File: src/rtl/alu_pkg.sv
// Shared definitions for the 4-bit registered ALU: the opcode encoding,
// the datapath width and a few width-matched constants.
package alu_pkg;

  // Datapath width. The opcode field is 4 bits wide independently of this.
  localparam int DATA_W = 4;
  localparam int CTL_W  = 4;

  // Width-matched constants so that the arithmetic stays lint-clean.
  localparam logic [DATA_W-1:0] DATA_ZERO = '0;
  localparam logic [DATA_W-1:0] DATA_ONE  = DATA_W'(1);

  // Opcode encoding. Codes 14 and 15 are unassigned and decode as "illegal",
  // which returns a zero result with no carry.
  typedef enum logic [CTL_W-1:0] {
    SEL      = 4'd0,
    INC      = 4'd1,
    DEC      = 4'd2,
    ADD      = 4'd3,
    ADD_c    = 4'd4,
    SUB      = 4'd5,
    SUB_b    = 4'd6,
    AND      = 4'd7,
    OR       = 4'd8,
    XOR      = 4'd9,
    SHIFT_L  = 4'd10,
    SHIFT_R  = 4'd11,
    ROTATE_L = 4'd12,
    ROTATE_R = 4'd13
  } opcode_e;

  // Result of one ALU evaluation, before it is registered.
  typedef struct packed {
    logic              cout;
    logic [DATA_W-1:0] res;
  } op_result_t;

  // True when the opcode field carries an assigned operation.
  function automatic logic is_legal_op(input logic [CTL_W-1:0] ctl);
    return (ctl <= CTL_W'(ROTATE_R));
  endfunction

endpackage : alu_pkg

File: src/rtl/alu_ops.sv
// Purely combinational ALU core: evaluates one opcode on (a, b, cin) and
// produces a wrap-around result plus carry-out / borrow-out.
module alu_ops
  import alu_pkg::*;
(
  input  logic [DATA_W-1:0] a,
  input  logic [DATA_W-1:0] b,
  input  logic              cin,
  input  logic [CTL_W-1:0]  ctl,
  output logic [DATA_W-1:0] res,
  output logic              cout
);

  // One extra bit on every adder/subtractor: the top bit is the carry for
  // additions and the borrow for subtractions (it goes to 1 exactly when the
  // unsigned difference underflows, i.e. a < b + cin).
  logic [DATA_W:0] add_sum;
  logic [DATA_W:0] add_c_sum;
  logic [DATA_W:0] sub_diff;
  logic [DATA_W:0] sub_b_diff;
  logic [DATA_W:0] cin_ext;

  assign cin_ext    = {{DATA_W{1'b0}}, cin};
  assign add_sum    = {1'b0, a} + {1'b0, b};
  assign add_c_sum  = add_sum + cin_ext;
  assign sub_diff   = {1'b0, a} - {1'b0, b};
  assign sub_b_diff = sub_diff - cin_ext;

  // Opcode decode; cin only matters for ADD_c and SUB_b, and every opcode
  // other than the four add/subtract forms reports carry 0.
  always_comb begin
    res  = DATA_ZERO;
    cout = 1'b0;
    case (ctl)
      SEL:      res = b;
      INC:      res = b + DATA_ONE;
      DEC:      res = b - DATA_ONE;
      ADD: begin
        res  = add_sum[DATA_W-1:0];
        cout = add_sum[DATA_W];
      end
      ADD_c: begin
        res  = add_c_sum[DATA_W-1:0];
        cout = add_c_sum[DATA_W];
      end
      SUB: begin
        res  = sub_diff[DATA_W-1:0];
        cout = sub_diff[DATA_W];
      end
      SUB_b: begin
        res  = sub_b_diff[DATA_W-1:0];
        cout = sub_b_diff[DATA_W];
      end
      AND:      res = a & b;
      OR:       res = a | b;
      XOR:      res = a ^ b;
      SHIFT_L:  res = {a[DATA_W-2:0], 1'b0};
      SHIFT_R:  res = {1'b0, a[DATA_W-1:1]};
      ROTATE_L: res = {a[DATA_W-2:0], a[DATA_W-1]};
      ROTATE_R: res = {a[0], a[DATA_W-1:1]};
      default: begin
        res  = DATA_ZERO;
        cout = 1'b0;
      end
    endcase
  end

endmodule : alu_ops

File: src/rtl/alu_unit.sv
// 4-bit registered ALU. One operation is accepted on every cycle that
// valid_in is high; its result, carry and zero flag appear one cycle later
// together with valid_out.
//
// Handshake: valid_in qualifies a, b, cin and ctl in the cycle it is high.
// There is no ready: every valid cycle is accepted, back-to-back included.
// valid_out is high for exactly the cycle after an accepted operation; on
// other cycles alu/carry/zero keep the last result.
module alu_unit
  import alu_pkg::*;
(
  input  logic              clk,
  input  logic              reset,
  input  logic              valid_in,
  input  logic [DATA_W-1:0] a,
  input  logic [DATA_W-1:0] b,
  input  logic              cin,
  input  logic [CTL_W-1:0]  ctl,
  output logic              valid_out,
  output logic [DATA_W-1:0] alu,
  output logic              carry,
  output logic              zero
);

  op_result_t op_out;

  alu_ops u_alu_ops (
    .a    (a),
    .b    (b),
    .cin  (cin),
    .ctl  (ctl),
    .res  (op_out.res),
    .cout (op_out.cout)
  );

  // zero is derived from the result being loaded, so it changes in the same
  // cycle as alu and the relation zero == (alu == 0) always holds.
  logic next_zero;
  assign next_zero = (op_out.res == DATA_ZERO);

  // Output registers: reset beats valid_in; idle cycles hold the last result.
  always_ff @(posedge clk) begin
    if (reset) begin
      alu       <= DATA_ZERO;
      carry     <= 1'b0;
      zero      <= 1'b1;
      valid_out <= 1'b0;
    end else begin
      valid_out <= valid_in;
      if (valid_in) begin
        alu   <= op_out.res;
        carry <= op_out.cout;
        zero  <= next_zero;
      end
    end
  end

endmodule : alu_unit

File: config.mk
export PLATFORM = sky130hd
export DESIGN_NAME = alu_unit
export DESIGN_NICKNAME = d
export VERILOG_FILES = /design/src/rtl/alu_pkg.sv /design/src/rtl/alu_ops.sv /design/src/rtl/alu_unit.sv
export SDC_FILE = /design/constraint.sdc
export NUM_CORES = 1
export LEC_CHECK = 0
export CAP_MARGIN = 0
export CORE_MARGIN = 4
export CORE_UTILIZATION = 35
export CTS_BUF_LIST = sky130_fd_sc_hd__clkbuf_4 sky130_fd_sc_hd__clkbuf_8
export CTS_CLUSTER_SIZE = 20
export DETAILED_ROUTE_END_ITERATION = 16
export REMOVE_ABC_BUFFERS = 1
export SYNTH_ARGS = -nofsm -noshare
export SYNTH_HDL_FRONTEND = slang
export SYNTH_SLANG_ARGS = --single-unit
File: constraint.sdc
create_clock -name clk -period 3 [get_ports clk]
set_input_delay 0.9 -clock clk [delete_from_list [all_inputs] [get_ports clk]]
set_output_delay 0.9 -clock clk [all_outputs]
set_load 0.05 [all_outputs]
**After elaboration in Yosys (flattened, before gate mapping)**

Cells that the tools add are included.

- $add $sub $neg: 6
- Eq/ne operators: 13
- Multiplexer cells: 2
- Bitwise gates (word level): 3
- Reductions and logical operators: 2

Operator list:

| cell | count |
|---|---|
| case mux 4 bit (14 select lines) | 1 |
| equality test 4 bit, second input constant | 6 |
| equality test 4 x 3 -> 1 bit, second input constant | 4 |
| equality test 4 x 2 -> 1 bit, second input constant | 2 |
| logical NOT 4 bit | 2 |
| adder 4 x 4 -> 5 bit | 1 |
| adder 5 x 1 -> 5 bit | 1 |
| subtractor 4 x 4 -> 5 bit | 1 |
| subtractor 5 x 1 -> 5 bit | 1 |
| adder 4 x 1 -> 4 bit, second input constant | 1 |
| bitwise AND 4 bit | 1 |
| equality test 4 x 1 -> 1 bit, second input constant | 1 |
| OR 4 bit | 1 |
| case mux 1 bit (4 select lines) | 1 |
| subtractor 4 x 1 -> 4 bit, second input constant | 1 |
| bitwise XOR 4 bit | 1 |

- Register bits: 7
- Input port bits: 16
- Output and inout port bits: 7
- Word-level logic and storage cells: 30

**Depth between registers and ports, before layout**

- Depth after elaboration: 4
- Mapped depth: 12
- Gate-level depth less buffers: 12

**By module**

From an unflattened synthesis, not the netlist that was laid out.

- Cell total of the unflattened synthesis: 188
- Area, all modules: 1460.2 µm²

Modules (own cells, without submodules):

| module | instances | cells an instance | area each (µm²) | sequential area each (µm²) |
|---|---|---|---|---|
| alu_ops | 1 | 166 | 1209.9 | 0.0 |
| alu_unit | 1 | 22 | 250.2 | 140.1 |

**Worst setup path after synthesis**

No wires, ideal clock.

- Kind: input -> register
- From: in a[0]
- To: reg zero
- Setup time: 0.084 ns
- Arrival: 2.796 ns
- Data required time: 2.916 ns
- Path slack: 0.120 ns
- Stages on the path: 8
- Buffers on the path: 0
- Cells stage by stage: ha_1 -> fa_1 -> ha_1 -> or2_2 -> nand3_1 -> o311ai_0 -> or2_2 -> o31ai_2

- Cells in the longest elaborated chain, start to end: 4
- Elaborated cells between the ends (all ways): 9
- Those cells by class: add/sub (4); mux (1); bitwise (3); reduce/logical (1)

RTL lines:

| item | line | text |
|---|---|---|
| start: declaration | alu_unit.sv:15 | `input logic [DATA_W-1:0] a,` |
| subtractor 4 x 4 -> 5 bit or adder 4 x 4 -> 5 bit (tied branches) | alu_ops.sv:26, alu_ops.sv:24 |  |
| subtractor 5 x 1 -> 5 bit or adder 5 x 1 -> 5 bit (tied branches) | alu_ops.sv:27, alu_ops.sv:25 |  |
| case mux 4 bit (14 select lines) (*) | alu_ops.sv:34 | `case (ctl)` |
| logical NOT 4 bit (*) | alu_unit.sv:39 | `assign next_zero = (op_out.res == DATA_ZERO);` |
| end signal: assignment | alu_unit.sv:53 | `zero <= next_zero;` |
| end: declaration | alu_unit.sv:22 | `output logic zero` |

Mark *: on every way between the ends. The rest lies on a longest branch, timed or not.
A chain may end at the register's enable or synchronous reset.

**Worst setup path after layout**

- From: in b[1]
- To: reg zero

- Cells in the longest elaborated chain, start to end: 4
- Elaborated cells between the ends (all ways): 11
- Those cells by class: add/sub (6); mux (1); bitwise (3); reduce/logical (1)

RTL lines:

| item | line | text |
|---|---|---|
| start: declaration | alu_unit.sv:16 | `input logic [DATA_W-1:0] b,` |
| subtractor 4 x 4 -> 5 bit or adder 4 x 4 -> 5 bit (tied branches) | alu_ops.sv:26, alu_ops.sv:24 |  |
| subtractor 5 x 1 -> 5 bit or adder 5 x 1 -> 5 bit (tied branches) | alu_ops.sv:27, alu_ops.sv:25 |  |
| case mux 4 bit (14 select lines) (*) | alu_ops.sv:34 |  |
| logical NOT 4 bit (*) | alu_unit.sv:39 |  |

Marked as above.

==> flow_metrics.py <==
metrics = {
    "sta": {
        "setup_viol": 0,
        "period_share_pct": 97.8,
        "hold_ws_ns": 0.476,
        "clock_skew_ns": 0,
        "period_needed_ns": 2.94,
        "slew_headroom_pct": 66.7,
        "max_freq_mhz": 341,
        "hold_viol_final": 0,
        "drv_slew": 0,
        "rsz0062_at_grt": "false",
        "tightest_slew_ns": 0.497,
    },
    "worst_setup_path": {
        "crit_family": "compound AO/OA/AOI/OAI gates",
        "slowest_delay_ns": 0.34,
        "crit_fanout": 4,
        "start_kind": "primary input",
        "slowest_stage": "a221o_1",
        "crit_arrival_ns": 3.09,
        "crit_chain": "dlygate4sd2_1 > buf_6 > buf_4 > ha_1 > a21oi_4 > and2_4 > xnor3_1 > a221o_1 > a211o_1 > o31ai_2",
        "required_ns": 3.15,
        "path_buf_inv": 3,
        "path_class": "in -> reg",
        "end_kind": "register",
    },
    "floorplanning": {
        "dieWidth_um": 71.2,
        "core_area_um2": 3770,
        "die_height_um": 71.2,
        "core.rowCount": 22,
        "start_util_pct": 37.1,
        "die_area_um2": 5070,
        "num_io_pins": 23,
    },
    "global_routing": {
        "grt_max_degree": 23,
        "globalRouteTotalUtil_pct": 16.7,
        "antenna_found_initial": 0,
        "grt_pass1_wl_mm": 6.78,
        "overflow": 0,
        "grt_pass1_vias": 1486,
    },
    "layout": {
        "nets": 291,
        "drive_above_1_share_pct": 35.3,
        "mostFrequentLayoutCell": "buf_4",
        "utilization_pct": 57.7,
        "antenna_cells": 0,
        "n_fill_cell": 361,
        "final_cell_mix": "buf_4 (52), nor2_1 (17), clkdlybuf4s50_1 (15)",
        "synthToLayoutAreaGrowth_pct": 55.8,
    },
    "power": {
        "p_sw_share_pct": 36.3,
        "pwr_density_cell_nw_per_um2": 287,
        "peakVddDrop_mv": 0.100,
        "p_leak_nw": 0.971,
        "power_uw": 626,
        "power.share.clock_pct": 22.8,
        "pwr-share-seq_pct": 16.7,
        "p_int_uw": 399,
        "p_sw_uw": 227,
        "comb_power_share_pct": 60.6,
    },
    "synth": {
        "ys_seq_area_share_pct": 10.0,
        "synth_edf_count": 0,
        "yosys_warnings": 0,
        "ys_ff_latch": 7,
        "ys.flop_type": "dfxtp_1",
        "yosysUniqueCellTypes": 46,
        "synthesis.area_um2": 1400,
        "avgSynthCellArea_um2": 7.55,
        "synthCells": 185,
        "synthArstFlopShare_pct": 0,
    },
    "run_status": {
        "status": "complete, no violations",
    },
    "clock_network": {
        "clock_sinks": 7,
        "cts_made_buffers": 3,
        "htree_levels": 1,
        "clkTransAtPathRegs_ns": 0.04,
        "clk_path_buf_depth": 2,
        "cts_tree": "yes",
        "worstSkewPairLatency_ns": 0.23,
        "cts_root_buf": "clkbuf_8",
    },
    "placement": {
        "gp_congestion": 0.832,
        "numPortBuffers": 22,
        "dp_hpwl_mm": 3.21,
    },
    "job": {
        "maxCapViolCount": 0,
    },
    "routing": {
        "final_antenna_net_count": 0,
        "wirelength_mm": 4.18,
        "first_pass_iters": 4,
        "drtIter0Drc": 36,
        "avgRoutedWirePerCell_um": 13.8,
        "avgViaCountPerCell": 5.04,
        "drcViolationCount": 0,
        "vias": 1527,
    },
    "min_path": {
        "hold_path_class": "reg -> reg",
    },
}
[logic make-up after synthesis]
group                    Yosys count  share of synthesized area (%)
AND/OR/NAND/NOR                   68                           25.7
AO/OA/AOI/OAI                     46                           23.6
buffers and inverters             25                           7.70
adder cells (fa/ha/maj)           19                           18.1
multiplexers                      11                           8.24
XOR/XNOR                           9                           6.62
flip-flops                         7                           10.0
[final timing paths]
| kind | start | depth (start not counted) | slack, ns | endpoint |
|---|---|---|---|---|
| min | zero | 2 | 0.48 | zero |
| max | b[1] | 10 | 0.06 | zero |
| max reg2reg | alu[3] | 3 | 2.32 | alu[3] |
| min reg2reg | zero | 2 | 0.48 | zero |
[worst reg2reg max path, stage by stage, from the launching register on]
cell,delay [ns]
dfxtp_1,0.30
nor2_1,0.10
nor2_1,0.06
o21a_1,0.11
[per-layer routing]
layer | GRT usage [%] | wire [um]
met3 | 2.41 | 152
met1 | 20.1 | 1870
met2 | 28.9 | 2010
met5 | 0 | 0
met4 | 8.14 | 147
[layout make-up]
type                       instances  area (um2)  area share, %
clock buffer                       4        48.8           2.24
sequential                         7         140           6.44
multi-input combinational        153        1260           57.7
tap                               48        60.1           2.76
inverter                          16        60.1           2.76
timing repair buffer              75         612           28.1
[state kept, by name (all words and copies together), names as in the netlist]
register	count
valid_out	1
zero	1
carry	1
alu	4
[through the flow]
| step | worst slack (ns) | instances | cell area, um2 | setup TNS [ns] |
|---|---|---|---|---|
| 3_5_place_dp | -0.586 | 291 | 1970 | -2.81 |
| 6_report | 0.0645 | 303 | 2180 | 0 |
| 4_1_cts | 0.00112 | 302 | 2140 | 0 |
| 5_1_grt | 0.00368 | 303 | 2180 | 0 |
| 2_1_floorplan | 0.120 | 176 | 1350 | 0 |
| 3_3_place_gp | -0.575 | 291 | 1970 | -2.72 |
[cells in the mapped netlist, types with 2 or more instances]
library cell,number,area [um2]
ha_1,17,213
nor2_1,17,63.8
inv_1,16,60.1
a21oi_1,12,60.1
nand2_1,9,33.8
nand3_1,8,40.0
nor2b_1,8,50.1
nor3_1,8,40.0
dfxtp_1,7,140
mux2i_1,7,70.1
xnor2_1,7,61.3
a211oi_1,5,37.5
buf_2,5,25.0
mux2_2,4,45.0
nand2b_1,4,25.0
o21ai_0,4,20.0
buf_1,3,11.3
nand4_1,3,18.8
nor3b_1,3,22.5
o21bai_1,3,22.5
a22oi_1,2,15.0
a2bb2oi_1,2,17.5
a311oi_1,2,17.5
fa_1,2,40.0
o211ai_1,2,15.0
o21a_1,2,15.0
o22ai_1,2,12.5
o2bb2ai_1,2,17.5
or2_2,2,12.5
[power by group through the flow]
stage	Sequential, mW	Clock [mW]	Combinational [mW]
floorplan	0.132	0	0.153
global placement	0.106	0	0.341
detailed placement	0.106	0	0.344
CTS	0.104	0.148	0.372
global route	0.105	0.153	0.412
finish	0.104	0.142	0.379
[timing repair]
| item | CTS | global route |
|---|---|---|
| pin swaps | 14 | 4 |
| endpoints found under the setup margin | 6 | 4 |
| hold buffers | 0 | 0 |
| setup buffers | 7 | 1 |
| hold endpoints to repair | 0 | 0 |
| gates resized for setup | 29 | 11 |
Power figures use the tool's default switching activity.
